===== config.mk =====
export PLATFORM = sky130hd
export DESIGN_NAME = map_access_arbiter
export DESIGN_NICKNAME = d
export VERILOG_FILES = /design/src/rtl/map_access_arbiter.sv
export SDC_FILE = /design/constraint.sdc
export NUM_CORES = 1
export LEC_CHECK = 0
export ABC_AREA = 1
export CAP_MARGIN = 20
export CORE_ASPECT_RATIO = 0.9
export CORE_UTILIZATION = 56
export CTS_CLUSTER_DIAMETER = 40
export CTS_CLUSTER_SIZE = 40
export DETAILED_ROUTE_END_ITERATION = 6
export DONT_BUFFER_PORTS = 1
export PLACE_DENSITY = 0.71
export SETUP_SLACK_MARGIN = 0.1
export SLEW_MARGIN = 15
export SYNTH_ARGS = -nofsm -noshare
export SYNTH_HDL_FRONTEND = slang
export SYNTH_SLANG_ARGS = --single-unit

===== constraint.sdc =====
create_clock -name clock -period 6.75 [get_ports clock]
set_clock_uncertainty 0.2 [all_clocks]
set_input_delay 0.675 -clock clock [delete_from_list [all_inputs] [get_ports clock]]
set_output_delay 0.675 -clock clock [all_outputs]
set_load 0.01 [all_outputs]

===== src/rtl/map_access_arbiter.sv =====
`default_nettype none
`timescale 1ns/1ps
// ============================================================================
// map_access_arbiter: shares one single-port map RAM between the draw engine
// and two player ropes (draw priority, burst-limited, players round-robin).
// Revision: 1.0
// ============================================================================
module map_access_arbiter #(
    parameter int ADDR_W         = 4,
    parameter int DATA_W         = 32,
    parameter int RAM_LAT        = 1,
    parameter int MAX_DRAW_BURST = 4
) (
    input  logic              clock,
    input  logic              reset,
    input  logic [2:0]        req,
    input  logic              we1,
    input  logic              we2,
    input  logic [ADDR_W-1:0] addr0,
    input  logic [ADDR_W-1:0] addr1,
    input  logic [ADDR_W-1:0] addr2,
    input  logic [DATA_W-1:0] wdata1,
    input  logic [DATA_W-1:0] wdata2,
    output logic [ADDR_W-1:0] ram_addr,
    output logic [DATA_W-1:0] ram_wdata,
    output logic              ram_wren,
    input  logic [DATA_W-1:0] ram_q,
    output logic [2:0]        done,
    output logic [DATA_W-1:0] rdata,
    output logic              busy
);

    localparam logic [1:0] S_IDLE   = 2'd0;
    localparam logic [1:0] S_ACCESS = 2'd1;
    localparam logic [1:0] S_WAIT   = 2'd2;
    localparam logic [1:0] S_DONE   = 2'd3;

    localparam logic [2:0] c_wait_load = 3'(RAM_LAT - 1);
    localparam logic [3:0] c_max_burst = 4'(MAX_DRAW_BURST);

    logic [1:0] r_state;
    logic [1:0] r_sel;
    logic       r_wren;
    logic       r_last_p2;
    logic [3:0] r_draw_burst;
    logic [2:0] r_wait_cnt;

    logic       w_player_pend;
    logic       w_grant_draw;
    logic [1:0] w_grant_sel;

    always_comb begin
        w_player_pend = req[1] | req[2];
        w_grant_draw  = req[0] & (~w_player_pend | (r_draw_burst < c_max_burst));
        w_grant_sel   = 2'd0;
        if (w_grant_draw) begin
            w_grant_sel = 2'd0;
        end else if (req[1] & req[2]) begin
            w_grant_sel = r_last_p2 ? 2'd1 : 2'd2;
        end else if (req[1]) begin
            w_grant_sel = 2'd1;
        end else begin
            w_grant_sel = 2'd2;
        end
    end

    // Gating with reset keeps an in-flight write from reaching the RAM.
    assign ram_wren = r_wren & ~reset;
    assign busy     = (r_state != S_IDLE);

    always_ff @(posedge clock) begin
        if (reset) begin
            r_state      <= S_IDLE;
            r_sel        <= 2'd0;
            r_wren       <= 1'b0;
            r_last_p2    <= 1'b1;
            r_draw_burst <= 4'd0;
            r_wait_cnt   <= 3'd0;
            ram_addr     <= '0;
            ram_wdata    <= '0;
            done         <= 3'b000;
            rdata        <= '0;
        end else begin
            r_wren <= 1'b0;
            done   <= 3'b000;
            case (r_state)
                S_IDLE: begin
                    if (req != 3'b000) begin
                        r_sel   <= w_grant_sel;
                        r_state <= S_ACCESS;
                        case (w_grant_sel)
                            2'd1: begin
                                ram_addr     <= addr1;
                                ram_wdata    <= wdata1;
                                r_wren       <= we1;
                                r_draw_burst <= 4'd0;
                                r_last_p2    <= 1'b0;
                            end
                            2'd2: begin
                                ram_addr     <= addr2;
                                ram_wdata    <= wdata2;
                                r_wren       <= we2;
                                r_draw_burst <= 4'd0;
                                r_last_p2    <= 1'b1;
                            end
                            default: begin
                                ram_addr  <= addr0;
                                ram_wdata <= '0;
                                r_wren    <= 1'b0;
                                // Burst only counts grants that held a player off.
                                if (w_player_pend) begin
                                    if (r_draw_burst != 4'hF) begin
                                        r_draw_burst <= r_draw_burst + 4'd1;
                                    end
                                end else begin
                                    r_draw_burst <= 4'd0;
                                end
                            end
                        endcase
                    end
                end
                S_ACCESS: begin
                    r_state    <= S_WAIT;
                    r_wait_cnt <= c_wait_load;
                end
                S_WAIT: begin
                    if (r_wait_cnt == 3'd0) begin
                        r_state <= S_DONE;
                        rdata   <= ram_q;
                        done    <= 3'b001 << r_sel;
                    end else begin
                        r_wait_cnt <= r_wait_cnt - 3'd1;
                    end
                end
                S_DONE: begin
                    r_state <= S_IDLE;
                end
                default: begin
                    r_state <= S_IDLE;
                end
            endcase
        end
    end

endmodule
`default_nettype wire


==> qor.txt, run 1 <==
status: completed
wire per inst: 14.3 um
P_int: 0.899 mW
post-synthesis async set-or-reset flop share: 0
crit path max fanout: 35
max-cap violation count: 0
initial core utilization: 0.578
combinational share of power: 0.261
antenna-violating nets left: 0
sw frac: 0.383
GR Util All Layers: 0.236
clock network power share: 0.252
Cells after Synth: 533
Min Clock Period, post-route: 2.84 ns
ant diodes: 0
EDFF count, synth: 0
Worst-Skew Late Latency: 0.35 ns
crit path DAT: 2.89 ns
Setup Fix Bufs, Post-CTS: 0
setup violators final: 0
crit share post-route: 0.421
Sw Pwr: 0.557 mW
Crit path required time: 6.79 ns
CTS Buf Count: 9
largest net degree at the start of global routing: 79
overall die area: 0.00714 mm^2
crit path launch type: flop
Synth cell types: 29
Worst path max stage delay: 0.71 ns
CORE AREA: 0.00659 mm^2
vias per inst: 5.28
slew at the pin with the worst max-slew slack: 0.963 ns
Setup crit end kind: flop
Max H-tree Level: 3
Reg power frac: 0.487
endpoints failing hold: 0
power density cells: 365 mW/mm^2
synthesis-stage register bit count: 84
commonest cells after routing, fill and taps aside: 112 x nand2_1, 96 x nor2_1, 84 x dfxtp_1, 77 x o21ai_0, 56 x inv_1
post-synthesis sequential area ratio: 0.442
initial antenna violation count: 0
initial DRC count: 89
CTS Sinks: 84
worst hold slack: 0.187 ns
worst relative slew slack: 0.356
first-pass GRT wire length: 12.9 mm
Clock Tree Root: clkbuf_8
Post-Place Cells: 597
Max Clk Rate: 352 MHz
# nets final: 640
final wirelength: 8.76 mm
slowest CP cell: nand2_1
Post-Syn Nets: 655
P&R area growth vs syn: 4.66%
Top FF cell, synth: dfxtp_1
port bufs: 0
gr ovfl total: 0
CP Cell Sequence: inv_1 > ha_1 > ha_1 > nand2_1 > inv_1 > nor2_1 > nor2_1
Row Count: 28
Mapped Area: 0.00381 mm^2
Min-Delay Path Class: input pin to flop
vias post-DR: 3235
gp weighted congestion: 0.802
die width: 88.9 um
CTS tree: yes
average size of a mapped cell: 7.15 um^2
DRT Pass-1 Iters: 4
cts hold-fix bufs: 0
Crit Path Category: flop to flop
Longest Clk Path Bufs: 2
Resize count post-CTS: 0
hpwl dp: 6.12 mm
DRC: 0
clock-pin slew on the worst setup and hold paths: 0.09 ns
yosys warns: 0
RSZ-0062 raised after global routing: no
leak pwr: 1.79 nW
Pins Over Slew Limit: 0
Die Y: 80.2 um
layout cells sized above 1: 0.0784
final cell count without fillers: 613
commonest non-fill, non-tap cell in the layout: nand2_1
vias in the first global route: 2800
Ports: 188
setup TNS: 0 ns
maximum vdd drop: 0.000232 V
cells by family after synthesis:
kind of cell,after synthesis,synth area share
flops,84,0.442
xor+xnor,1,0.00230
fa+ha+maj,7,0.0230
compound gates,86,0.117
simple gates,268,0.316
buf+inv,87,0.0999
synthesized netlist by cell type (4+ instances only):
cell,n,share of area
nand2_1,112,0.11
buf_2,4,0.0053
nand3_2,11,0.029
ha_1,7,0.023
nand3_1,27,0.035
nor3_1,7,0.0092
nor2_1,96,0.095
a21oi_1,4,0.0053
clkbuf_1,13,0.013
inv_1,57,0.056
nand4_1,6,0.0099
dfxtp_1,84,0.44
buf_6,5,0.015
o21ai_0,77,0.10
final cells by class:
class / instances / area, um^2
clock inverter: 6 / 71.3
tap: 90 / 113
clock buffer: 10 / 138
timing repair buffer: 1 / 7.51
multi-input combinational: 362 / 1750
inverter: 60 / 229
sequential: 84 / 1680
fill: 633 / 2600
worst paths after layout:
kind	cells after the start	slack, ns	start	to
setup / recovery	7	3.91	r_wait_cnt[0]$_SDFFE_PP0P_	rdata[14]$_SDFFE_PP0N_
hold / removal	1	0.19	reset	ram_wdata[25]$_SDFFE_PP0N_
setup reg to reg	7	3.91	r_wait_cnt[0]$_SDFFE_PP0P_	rdata[14]$_SDFFE_PP0N_
hold reg to reg	1	0.26	r_sel[0]$_SDFFE_PP0N_	done[2]$_SDFF_PP0_
state kept, by name, indices dropped and copies added, names as in the netlist:
signal	cells
ram_wdata	32
rdata	32
r_draw_burst	4
ram_addr	4
done	3
r_wait_cnt	3
r_sel	2
r_state	2
r_last_p2	1
r_wren	1
stage by stage:
stage	area, um^2	utilization	worst slack (ns)	power, mW
after detailed placement	3780	0.573	3.73	1.10
after CTS	3990	0.605	3.93	1.47
after global placement	3780	0.573	3.86	1.09
after global routing	3990	0.605	3.56	1.56
final	3990	0.605	3.91	1.46
after floorplan	3810	-	4.24	1.04
routing by layer:
layer  share of wire  vias to the layer above  GRT usage
li1                -                     1649          -
met5               0                        -          0
met3            0.10                       12     0.0925
met1            0.41                     1450      0.272
met2            0.48                      124      0.394
met4           0.016                        0     0.0857
worst max-delay path, delay by kind of cell (launching register included):
kind / cells / cell delay, ns
fa+ha+maj: 2 / 0.39
buf+inv: 2 / 0.77
simple gates: 3 / 1.05
flops: 1 / 0.32
power by group through the flow:
stage / clock network, mW / registers [mW] / logic, mW
finish: 0.367 / 0.709 / 0.380
global route: 0.396 / 0.726 / 0.442
CTS: 0.375 / 0.710 / 0.383
detailed placement: 0 / 0.722 / 0.382
global placement: 0 / 0.719 / 0.370
floorplan: 0 / 0.701 / 0.341
Note: power is estimated with default switching activity, not from simulation.
==> run 2, diff against run 1 <==
- clock period: 6.75 -> 2.95 ns (I/O delays scaled with it)
==> qor.txt, run 2 (same netlist as run 1, synthesis figures left out) <==
vias per inst: 5.46
initial antenna violation count: 0
endpoints failing hold: 0
crit path DAT: 2.70 ns
initial DRC count: 198
gp weighted congestion: 0.829
CTS Sinks: 84
Place WS: 0.523 ns
biggest regs: ram_wdata (32), rdata (32)
Top delay family on crit path: buffers and inverters
sw frac: 0.403
maximum vdd drop: 0.000559 V
worst relative slew slack: 0.362
first-pass GRT wire length: 16.9 mm
Sw Pwr: 1.41 mW
ant diodes: 0
clock network power share: 0.219
worst r2r path cells: 12
gr ovfl total: 0
max-cap violation count: 0
Post-Route Utilization: 0.771
DRC: 0
Crit Path Category: flop to flop
PnR worst setup slack: 0.354 ns
crit share post-route: 0.880
port bufs: 0
overall die area: 0.00714 mm^2
Min Clock Period, post-route: 2.60 ns
power density cells: 688 mW/mm^2
setup violators final: 0
crit path max fanout: 9
CTS tree: yes
Reg power frac: 0.469
commonest cells after routing, fill and taps aside: 112 x nand2_1, 108 x dlygate4sd3_1, 96 x nor2_1, 84 x dfxtp_1, 77 x o21ai_0
Worst-Skew Late Latency: 0.36 ns
worst path bufs/invs: 3
final wirelength: 11.7 mm
Clock Tree Root: clkbuf_8
slowest CP cell: dlygate4sd3_1
Reg-to-Reg Start: r_draw_burst[3]$_SDFFE_PP0P_
cell with the most instances on the worst path: nand2_1
Crit path required time: 3.05 ns
wire per inst: 16.1 um
clock-pin slew on the worst setup and hold paths: 0.10 ns
status: completed
leak pwr: 2.25 nW
vias post-DR: 3960
layout cells sized above 1: 0.0709
# nets final: 752
Pins Over Slew Limit: 0
RSZ-0062 raised after global routing: no
GR Util All Layers: 0.314
hold path cells: 4
hpwl dp: 6.36 mm
CTS Buf Count: 9
antenna-violating nets left: 0
layout filler cell count: 450
Longest Clk Path Bufs: 2
CORE AREA: 0.00659 mm^2
slew at the pin with the worst max-slew slack: 0.956 ns
initial core utilization: 0.578
setup TNS: 0 ns
die width: 88.9 um
Die Y: 80.2 um
commonest non-fill, non-tap cell in the layout: nand2_1
crit path launch type: flop
Worst path max stage delay: 0.54 ns
Min-Delay Endpoint: ram_wdata[25]$_SDFFE_PP0N_
Hold Path Origin: wdata1[25]
Ports: 188
Setup crit end kind: flop
P&R area growth vs syn: 33.2%
CP Cell Sequence: inv_1 > nand2_1 > nand2_1 > nand2_4 > nand2_4 > ha_1 > inv_1 > nand4_1 > o21ai_0 > nand2_1 > nand2_1 > dlygate4sd3_1
Post-Place Cells: 601
Max Clk Rate: 385 MHz
DRT Pass-1 Iters: 7
reg2reg setup slack: 0.35 ns
R2R Path End: ram_wdata[1]$_SDFFE_PP0N_
P_int: 2.09 mW
Max H-tree Level: 3
final cell count without fillers: 725
Setup Fix Bufs, Post-CTS: 0
Min-Delay Path Class: input pin to flop
combinational share of power: 0.312
vias in the first global route: 3771
largest net degree at the start of global routing: 54
Row Count: 28
run 2: routing by layer:
metal / track usage / part of all wire
met1: 0.323 / 0.37
met2: 0.544 / 0.49
met3: 0.123 / 0.10
met4: 0.171 / 0.039
met5: 0 / 0
run 2: per-stage QoR:
step | hold slack (ns) | area [um^2] | total power, mW
final | 0.0111 | 5070 | 3.49
after global routing | 0.0210 | 5070 | 3.72
after CTS | 0.00597 | 5070 | 3.45
after detailed placement | 0.173 | 3810 | 2.54
after global placement | 0.170 | 3810 | 2.51
after floorplan | 0.219 | 3810 | 2.38
run 2: power by group through the flow:
stage / sequential (mW) / clock (mW) / combinational (mW)
6_report: 1.64 / 0.766 / 1.09
5_1_grt: 1.67 / 0.830 / 1.22
3_3_place_gp: 1.65 / 0 / 0.866
2_1_floorplan: 1.60 / 0 / 0.781
4_1_cts: 1.62 / 0.787 / 1.04
3_5_place_dp: 1.65 / 0 / 0.893
run 2: what timing repair did:
action,CTS,global route
endpoints found under the setup margin,0,1
resized for setup,0,1
hold buffers,108,0
endpoints found under the hold margin,75,0
run 2: area by class of cell:
| type | instances | area [um^2] | area share |
|---|---|---|---|
| clock buffers | 9 | 124 | 0.0244 |
| multi-input cells | 362 | 1750 | 0.345 |
| inverters | 60 | 228 | 0.0449 |
| flip-flops and latches | 84 | 1680 | 0.331 |
| well taps | 90 | 113 | 0.0222 |
| clock inverters | 7 | 58.8 | 0.0116 |
| repair buffers | 113 | 1120 | 0.220 |
run 2: worst max-delay path by stage:
stage | cells past startpoint | from | endpoint | slack (ns)
after global routing | 12 | r_draw_burst[3]$_SDFFE_PP0P_ | ram_wdata[27]$_SDFFE_PP0N_ | 0.11
after global placement | 15 | r_draw_burst[3]$_SDFFE_PP0P_ | r_draw_burst[1]$_SDFFE_PP0P_ | 0.63
after detailed placement | 15 | r_draw_burst[3]$_SDFFE_PP0P_ | r_draw_burst[1]$_SDFFE_PP0P_ | 0.52
final | 12 | r_draw_burst[3]$_SDFFE_PP0P_ | ram_wdata[1]$_SDFFE_PP0N_ | 0.35
after floorplan | 12 | r_draw_burst[3]$_SDFFE_PP0P_ | ram_wdata[0]$_SDFFE_PP0N_ | 0.81
after CTS | 12 | r_draw_burst[3]$_SDFFE_PP0P_ | ram_wdata[1]$_SDFFE_PP0N_ | 0.38
run 2: worst min-delay path: stages:
cell     delay (ns)
nand3_1        0.06
nor2_1         0.04
nor2_1         0.09
nor2_1         0.04
==> run 3, diff against run 2 <==
- CORE_ASPECT_RATIO: 0.9 -> 0.5
==> qor.txt, run 3 (same netlist as run 1, synthesis figures left out) <==
Sw Pwr: 1.37 mW
crit path launch type: flop
initial core utilization: 0.604
crit path DAT: 2.70 ns
CP Cell Sequence: inv_1 > nand2_1 > nand2_1 > nand2_4 > nand2_4 > ha_2 > nor2_8 > inv_4 > nor2_8 > a21boi_0 > dlygate4sd3_1
commonest cells after routing, fill and taps aside: 112 x nand2_1, 96 x nor2_1, 84 x dfxtp_1, 81 x dlygate4sd3_1, 77 x o21ai_0
initial DRC count: 251
biggest regs: ram_wdata (32), rdata (32)
layout cells sized above 1: 0.0786
Max Clk Rate: 380 MHz
Reg power frac: 0.422
GR Util All Layers: 0.284
Row Count: 20
vias per inst: 5.28
maximum vdd drop: 0.000424 V
CTS tree: yes
largest net degree at the start of global routing: 41
Min-Delay Path Class: input pin to flop
clock-pin slew on the worst setup and hold paths: 0.06 ns
endpoints failing hold: 0
wire per inst: 14.9 um
leak pwr: 2.21 nW
crit path max fanout: 12
# nets final: 728
power density cells: 779 mW/mm^2
sw frac: 0.355
Pins Over Slew Limit: 0
worst relative slew slack: 0.381
vias post-DR: 3691
clock network power share: 0.310
gp weighted congestion: 0.882
worst path bufs/invs: 3
commonest non-fill, non-tap cell in the layout: nand2_1
Max H-tree Level: 3
crit share post-route: 0.892
vias in the first global route: 3380
worst hold slack: 0.00915 ns
CORE AREA: 0.00631 mm^2
antenna-violating nets left: 0
status: completed
combinational share of power: 0.268
Longest Clk Path Bufs: 2
Clock Tree Root: clkbuf_16
Setup crit end kind: flop
die width: 119 um
hpwl dp: 5.90 mm
port bufs: 0
Top delay family on crit path: simple AND/OR/NAND/NOR gates
first-pass GRT wire length: 15.9 mm
slew at the pin with the worst max-slew slack: 0.927 ns
Worst-Skew Late Latency: 0.33 ns
slowest CP cell: dlygate4sd3_1
gr ovfl total: 0
Crit Path Category: flop to flop
ant diodes: 0
max-cap violation count: 0
setup TNS: 0 ns
CTS Sinks: 84
CTS Buf Count: 9
Worst path max stage delay: 0.57 ns
RSZ-0062 raised after global routing: no
Crit path required time: 3.02 ns
P_int: 2.50 mW
final wirelength: 10.4 mm
initial antenna violation count: 0
Min Clock Period, post-route: 2.63 ns
layout filler cell count: 425
DRT Pass-1 Iters: 5
overall die area: 0.00716 mm^2
P&R area growth vs syn: 30.5%
setup violators final: 0
Ports: 188
DRC: 0
Die Y: 60.3 um
==> run 3: changes by cell type in the layout (fill, tap and decap cells not counted), moves of 2 or more <==
cell           change
dlygate4sd3_1     -27
clkbuf_16          +9
clkbuf_8           -9
buf_4              +2
bufinv_16          +2
clkbuf_1           +2
inv_6              -2
==> run 3: power groups by stage <==
stage,logic [mW],clock network [mW],registers [mW]
2_1_floorplan,0.781,0,1.60
3_3_place_gp,0.872,0,1.65
3_5_place_dp,0.882,0,1.65
4_1_cts,0.989,1.21,1.63
5_1_grt,1.18,1.26,1.66
6_report,1.04,1.20,1.63
==> run 3: routing by layer <==
| metal | GRT usage | up-vias | share of wire |
|---|---|---|---|
| met5 | 0 | - | 0 |
| met4 | 0.0796 | 0 | 0.0091 |
| met3 | 0.111 | 12 | 0.096 |
| met2 | 0.500 | 198 | 0.49 |
| met1 | 0.332 | 1650 | 0.40 |
| li1 | - | 1831 | - |
==> run 3: area by class of cell <==
type,count,area (um^2),share of cell area
clock buffers,11,233,0.0468
clock inverters,5,86.3,0.0174
inverters,60,231,0.0466
multi-input cells,363,1770,0.355
flip-flops and latches,84,1680,0.338
well taps,88,110,0.0221
repair buffers,88,863,0.174
==> run 3: through the flow <==
stage / util / area [um^2] / instances / worst slack, ns / power (mW)
after floorplan: - / 3810 / 533 / 0.814 / 2.38
after global placement: 0.603 / 3800 / 599 / 0.544 / 2.52
after detailed placement: 0.603 / 3800 / 599 / 0.473 / 2.54
after CTS: 0.781 / 4920 / 695 / 0.145 / 3.82
after global routing: 0.788 / 4970 / 699 / 0.127 / 4.10
final: 0.788 / 4970 / 699 / 0.320 / 3.87
==> run 3: timing repair <==
action / CTS / global route
gates resized for setup: 0 / 3
buffers inserted: 0 / 2
hold buffers: 80 / 1
hold endpoints to repair: 75 / 1
setup endpoints to repair: 0 / 8
==> run 3: worst min-delay path, stage by stage <==
cell     delay [ns]
inv_1          0.03
o21ai_0        0.07
nand2_1        0.06
nand2_1        0.04
==> run 3: worst paths after layout <==
kind                                start                         end  slack, ns  cells after the start
min reg2reg         r_sel[0]$_SDFFE_PP0N_          done[2]$_SDFF_PP0_       0.28                      1
max          r_draw_burst[3]$_SDFFE_PP0P_           r_wren$_SDFF_PP0_       0.32                     11
max reg2reg  r_draw_burst[3]$_SDFFE_PP0P_           r_wren$_SDFF_PP0_       0.32                     11
min                            wdata2[10]  ram_wdata[10]$_SDFFE_PP0N_      0.009                      4
